**src/rtl/dii_worm_arbiter.sv**
```systemverilog
// Wormhole round-robin arbiter: merges N DII inputs onto one registered DII output,
// holding a granted input until its packet's last flit has transferred.
module dii_worm_arbiter #(
  parameter int N     = 2,
  parameter int WIDTH = 16
) (
  input  logic                 clk,
  input  logic                 rst,
  input  logic [N*WIDTH-1:0]   in_data,
  input  logic [N-1:0]         in_last,
  input  logic [N-1:0]         in_valid,
  output logic [N-1:0]         in_ready,
  output logic [WIDTH-1:0]     out_data,
  output logic                 out_last,
  output logic                 out_valid,
  input  logic                 out_ready,
  output logic [N-1:0]         grant,
  output logic                 busy
);

  // state  | meaning
  // IDLE   | no packet in flight; arbitrate among valid inputs from ptr
  // LOCKED | mid-packet; only lock_idx is served until its last flit

  localparam int PW = (N > 1) ? $clog2(N) : 1;
  localparam logic [PW:0] N_W = (PW+1)'(N);

  typedef enum logic {
    IDLE   = 1'b0,
    LOCKED = 1'b1
  } state_t;

  state_t            state_q, state_d;
  logic [PW-1:0]     ptr_q, ptr_d;
  logic [PW-1:0]     lock_idx_q, lock_idx_d;
  logic [WIDTH-1:0]  out_data_q, out_data_d;
  logic              out_last_q, out_last_d;
  logic              out_valid_q, out_valid_d;

  logic [PW-1:0]     sel;
  logic [PW:0]       idx;
  logic              sel_vld;
  logic              can_accept;
  logic              xfer;

  function automatic logic [PW-1:0] wrap_inc(input logic [PW-1:0] v);
    logic [PW:0] s;
    s = {1'b0, v} + {{PW{1'b0}}, 1'b1};
    if (s >= N_W) s = '0;
    return s[PW-1:0];
  endfunction

  // Rotating search: first valid input starting at ptr, wrapping mod N.
  always_comb begin
    sel     = '0;
    sel_vld = 1'b0;
    idx     = '0;
    if (state_q == LOCKED) begin
      sel     = lock_idx_q;
      sel_vld = 1'b1;
    end else begin
      for (int k = 0; k < N; k++) begin
        idx = {1'b0, ptr_q} + (PW+1)'(k);
        if (idx >= N_W) idx = idx - N_W;
        if (!sel_vld && in_valid[idx[PW-1:0]]) begin
          sel     = idx[PW-1:0];
          sel_vld = 1'b1;
        end
      end
    end
  end

  always_comb begin
    can_accept = !out_valid_q || out_ready;
    grant      = '0;
    if (!rst && sel_vld) grant[sel] = 1'b1;
    in_ready   = can_accept ? grant : '0;
    xfer       = |(in_valid & in_ready);
  end

  always_comb begin
    state_d     = state_q;
    ptr_d       = ptr_q;
    lock_idx_d  = lock_idx_q;
    out_data_d  = out_data_q;
    out_last_d  = out_last_q;
    out_valid_d = out_valid_q;

    if (xfer) begin
      out_data_d  = in_data[sel*WIDTH +: WIDTH];
      out_last_d  = in_last[sel];
      out_valid_d = 1'b1;
    end else if (out_ready) begin
      out_valid_d = 1'b0;
    end

    case (state_q)
      IDLE: begin
        if (xfer) begin
          if (in_last[sel]) begin
            ptr_d = wrap_inc(sel);
          end else begin
            state_d    = LOCKED;
            lock_idx_d = sel;
          end
        end
      end
      LOCKED: begin
        if (xfer && in_last[sel]) begin
          state_d = IDLE;
          ptr_d   = wrap_inc(lock_idx_q);
        end
      end
      default: state_d = IDLE;
    endcase
  end

  always_ff @(posedge clk) begin
    if (rst) begin
      state_q     <= IDLE;
      ptr_q       <= '0;
      lock_idx_q  <= '0;
      out_data_q  <= '0;
      out_last_q  <= 1'b0;
      out_valid_q <= 1'b0;
    end else begin
      state_q     <= state_d;
      ptr_q       <= ptr_d;
      lock_idx_q  <= lock_idx_d;
      out_data_q  <= out_data_d;
      out_last_q  <= out_last_d;
      out_valid_q <= out_valid_d;
    end
  end

  assign out_data  = out_data_q;
  assign out_last  = out_last_q;
  assign out_valid = out_valid_q;
  assign busy      = (state_q == LOCKED) || out_valid_q;

endmodule

```
**config.mk**
```make
export PLATFORM = sky130hd
export DESIGN_NAME = dii_worm_arbiter
export DESIGN_NICKNAME = d
export VERILOG_FILES = /design/src/rtl/dii_worm_arbiter.sv
export SDC_FILE = /design/constraint.sdc
export NUM_CORES = 1
export LEC_CHECK = 0
export ABC_AREA = 1
export BUFFER_PORTS_ARGS = -buffer_cell sky130_fd_sc_hd__buf_2
export CORE_ASPECT_RATIO = 1.75
export CORE_MARGIN = 1
export CORE_UTILIZATION = 39
export CTS_CLUSTER_SIZE = 24
export DETAILED_ROUTE_END_ITERATION = 8
export GPL_TIMING_DRIVEN = 0
export PLACE_DENSITY_LB_ADDON = 0.3
export SETUP_SLACK_MARGIN = 0.2
export SLEW_MARGIN = 20
export SYNTH_ARGS = -nofsm -noshare
export SYNTH_HDL_FRONTEND = slang
export SYNTH_SLANG_ARGS = --single-unit
```
**constraint.sdc**
```tcl
create_clock -name clk -period 1.6 [get_ports clk]
set_input_delay 0.48 -clock clk [delete_from_list [all_inputs] [get_ports clk]]
set_output_delay 0.48 -clock clk [all_outputs]
set_load 0.02 [all_outputs]
```
## After elaboration in Yosys (flattened, before gate mapping)

Index checks and enable logic that the tools add are counted.

| word-level totals | value |
|---|---|
| logic and storage cells | 72 |
| input port bits | 39 |
| register bits after elaboration | 21 |
| output and inout port bits | 23 |

| cells by class | value |
|---|---|
| muxes and demuxes | 33 |
| add/subtract/negate cells | 5 |
| reduce and logical (&&, ||, !) cells | 13 |
| equality and inequality tests | 3 |
| shift-type cells | 1 |
| $lt $le $gt $ge | 8 |
| bitwise operators | 3 |

Operators by type and width:

| operator | count |
|---|---|
| $shiftx 32x6->16 | 1 |
| $mux 1 | 28 |
| $add 1x1->2 const B | 3 |
| $ge 2x2->1 const B | 3 |
| $lt 1x2->1 const B | 3 |
| $reduce_and 3->1 | 2 |
| $logic_and 1x1->1 | 4 |
| $mux 2 | 2 |
| $ne 2x2->1 const B | 2 |
| $pmux 1 s2 | 2 |
| $logic_not 1->1 | 3 |
| $and 2x2->2 | 1 |
| $ge 1x2->1 const B | 1 |
| $logic_or 1x1->1 | 2 |
| $ne 2x1->1 const B | 1 |
| $not 1->1 | 2 |
| $reduce_bool 2->1 | 1 |
| $reduce_or 2->1 | 1 |
| $sub 1x1->1 const B | 2 |
| $demux 1 s1 | 1 |
| $ge 1x1->1 const B | 1 |

## Depth between registers and ports, before layout

| logic depth | value |
|---|---|
| depth in word-level cells | 22 |
| gate-level depth with buffers | 10 |
| mapped depth without buffers | 10 |

## Least setup slack after synthesis

Ideal clock, no wire load.

| timing path | value |
|---|---|
| path type | input port to output port |
| from | input port in_valid[1] |
| to | output port in_ready[1] |
| arrival time | 1.509 ns |
| cell stages on the path | 6 |
| setup slack | -0.389 ns |
| required time | 1.120 ns |
| path buffers | 2 |
| cell sequence | inv_1 > nand2_2 > nand3_1 > buf_2 > buf_4 > nor3_1 |

| between the ends | value |
|---|---|
| longest elaborated chain between the ends | 14 |
| elaborated cells between the ends (all ways) | 21 |
| those cells by class | 2 x order compare; 15 x mux; 4 x reduce/logical |

RTL lines:

| item | line | RTL |
|---|---|---|
| from (decl) | 11 | `input logic [N-1:0] in_valid,` |
| $mux 1 (not written as such) (2 in series) | 65 | `if (!sel_vld && in_valid[idx[PW-1:0]]) begin` |
| $mux 1 | 65 |  |
| $mux 1 | 58 | `if (state_q == LOCKED) begin` |
| $logic_not 1->1 | 65 |  |
| $logic_and 1x1->1 | 65 |  |
| $mux 1 | 65 |  |
| $mux 1 | 58 |  |
| $lt 1x2->1 (not written as such) / $ge 1x1->1 (equally long branches) | 76 | `if (!rst && sel_vld) grant[sel] = 1'b1;` |
| $logic_and 1x1->1 (not written as such) | 76 |  |
| $mux 1 (not written as such) | 76 |  |
| $demux 1 s1 | 76 |  |
| $mux 2 * | 76 |  |
| $mux 2 * | 77 | `in_ready = can_accept ? grant : '0;` |
| to (decl) | 12 | `output logic [N-1:0] in_ready,` |

Every way passes the cells marked *; elsewhere a longest branch is shown, timed or not. The select of a mux whose other input is x is not followed.

==> impl_metrics.py <==
metrics = {
    "timing": {
        "finClkSkew_ns": 0.001125,
        "worst_pin_slew_ns": 0.3796,
        "drv_slew": 0,
        "period_share_pct": 117.9,
        "min_period_ns": 1.887,
        "hold_viol": 0,
        "timing.final.ws_setup_ns": -0.2865,
        "slew_headroom_pct": 74.70,
        "setup_tns_ns": -1.069,
        "rsz0062_at_grt": "true",
        "clock.fmax_mhz": 530.1,
        "setup_viol": 8,
    },
    "critical_path": {
        "critPathLaunchType": "flop",
        "worstSetupPathType": "reg2out",
        "cp-end-kind": "output port",
        "cp.required_ns": 1.12,
        "crit_path_max_fanout": 5,
        "cp_data_arrival_time_ns": 1.41,
    },
    "run": {
        "maxCapViolations": 0,
    },
    "synth": {
        "netlist_area_um2": 1079,
        "synth_cell_types": 18,
        "synth_ff_type": "dfxtp_1",
        "synth_most_common_cell": "nand2_1",
        "yosys.area.top_type": "dfxtp_1",
        "async_reset_ff_share_pct": 0,
        "synth_edf_count": 0,
        "yosys_warnings": 0,
        "postSynthCellCount": 171,
        "synth_seq_cells": 21,
        "ys_seq_area_share_pct": 38.98,
        "synth_top_area_share_pct": 38.98,
        "synth_area_per_cell_um2": 6.307,
        "yosys-top-cells-count": "nand2_1, nor2_1, dfxtp_1",
        "syn_nets": 210,
        "synthTopCellsByArea": "dfxtp_1, nand2_1, nor2_1",
    },
    "route": {
        "vias_per_cell": 4.720,
        "wire_per_inst_um": 11.29,
        "vias": 1317,
        "drt_iter0_drc": 9,
        "drc_errors": 0,
        "drt_first_pass_iters": 4,
        "finalWirelength_um": 3150,
        "ant_nets": 0,
    },
    "cells_and_area": {
        "utilization_pct": 71.57,
        "nFillCells": 225,
        "multi_input_area_um2": 654.4,
        "diodes": 0,
        "area_growth_pct": 69.37,
        "drive_gt1_share_pct": 48.62,
        "fin_nets": 293,
        "seq_area_um2": 426.7,
        "final_area_um2": 1827,
    },
    "worst_hold_path": {
        "hold_class": "in2reg",
    },
    "global_route": {
        "grt_usage_pct": 21.59,
        "grt_pass1_vias": 1262,
        "grt_pass1_wl_um": 5147,
        "antenna_found_initial": 0,
        "grt_max_degree": 12,
        "overflow": 0,
    },
    "clocking": {
        "clk-insertion-delay-late_ns": 0.26,
        "clock_path_buffers": 2,
        "clock-root-buffer": "clkbuf_8",
        "cts_tree": "yes",
        "cts_max_level": 1,
        "numCtsBuffers": 3,
        "clk_pin_slew_ns": 0.07,
        "clkSinkCount": 21,
    },
    "power_and_ir_drop": {
        "powerDensity_nw_per_um2": 914.5,
        "irDropWorstVdd_uv": 717.4,
        "power.leakage_nw": 1.003,
    },
    "floorplan": {
        "die_h_um": 71.57,
        "design.die.area_um2": 2988,
        "io_pins": 62,
        "initial_core_util_pct": 42.25,
        "core_area_um2": 2552,
        "die_w_um": 41.75,
        "core.rowCount": 24,
    },
    "run_status": {
        "status": "finished, violations left",
        "violations": "negative setup slack",
    },
    "placement": {
        "place.port_buffers": 61,
        "dp_hpwl_um": 2133,
        "placed_cell_area_um2": 1496,
        "place_congestion": 0.7257,
    },
}
-- cell families (layout without fill, tap and decap cells) --
kind of cell	Yosys count	count (layout)	share of synthesized area (%)
AO/OA/AOI/OAI	22	22	10.56
buffers and inverters	19	101	9.860
AND/OR/NAND/NOR	109	109	40.60
flip-flops	21	21	38.98
-- final cells by class --
class | count | area share (%)
Timing Repair Buffer | 78 | 28.22
Multi-Input combinational cell | 131 | 35.82
Clock buffer | 4 | 2.466
Tap cell | 26 | 1.781
Buffer | 8 | 5.137
Inverter | 11 | 3.219
Sequential cell | 21 | 23.36
-- state kept, by name (all words and copies together), names as in the netlist, named ones only --
register,cells
out_data,16
lock_idx_q,1
out_last,1
out_valid,1
ptr_q,1
-- cells in the final DEF (no fill, tap or decap), types with 2 or more instances in the layout --
cell type / synthesis / final
dfxtp_2: 0 / 2
inv_2: 2 / 2
clkbuf_8: 0 / 3
dfxtp_1: 21 / 18
buf_6: 3 / 12
nor2_2: 0 / 7
nand2_2: 3 / 5
clkbuf_1: 1 / 2
o21ai_1: 0 / 12
o21ai_2: 0 / 4
a21oi_2: 1 / 3
a21oi_1: 4 / 2
nor2_1: 37 / 28
buf_8: 0 / 3
buf_4: 3 / 12
buf_2: 1 / 55
nand4_1: 2 / 2
nand3_1: 3 / 2
inv_4: 0 / 2
nor3_4: 0 / 2
inv_1: 9 / 6
nand2_1: 60 / 57
nor2_4: 1 / 3
-- stage by stage --
stage	total power, W	hold slack (ns)	cells	setup WS (ns)
2_1_floorplan	0.0009861	0.4328	171	-0.05288
6_report	0.001671	0.4491	279	-0.2865
4_1_cts	0.001655	0.4508	276	-0.2708
3_5_place_dp	0.001153	0.4517	258	-0.3522
3_3_place_gp	0.001146	0.4486	258	-0.3534
5_1_grt	0.001759	0.4655	279	-0.3366
-- repair_timing --
item	CTS	global route
setup buffers	11	3
gates resized for setup	41	6
hold buffers	0	0
setup endpoints to repair	18	26
endpoints found under the hold margin	0	0
pin swaps	12	10
cloned	3	0
-- path summary, 6_finish.rpt --
check / start / to / slack (ns) / depth (start not counted)
setup / recovery: flop / in_ready[0] / -0.29 / 8
hold / removal: rst / out_last$_SDFFE_PP0P_ / 0.45 / 2
setup reg to reg: flop / out_data[11]$_SDFFE_PP0P_ / -0.02 / 9
hold reg to reg: out_last$_SDFFE_PP0P_ / out_last$_SDFFE_PP0P_ / 0.47 / 2
-- where the power goes --
part | total [W] | internal (W) | switching, W
combinational | 0.000710 | 0.000336 | 0.000374
clock | 0.000346 | 0.000177 | 0.000168
sequential | 0.000615 | 0.000579 | 0.0000366
total | 0.00167 | 0.00109 | 0.000579
-- critical path, stage by stage, from the launching register on --
cell and delay [ns]:
dfxtp_4 0.38, nor2_4 0.09, nand2_2 0.08, inv_2 0.07, nor2_4 0.04, buf_6 0.11, buf_8 0.12, nor3_4 0.11
buf_6 0.14
-- routing by layer --
metal | global-route usage [%] | part of all wire [%]
met5 | 0 | 0
met4 | 7.885 | 1.8
met3 | 1.763 | 4.1
met2 | 46.01 | 58
met1 | 19.71 | 36
(Power assumes the default switching activity.)
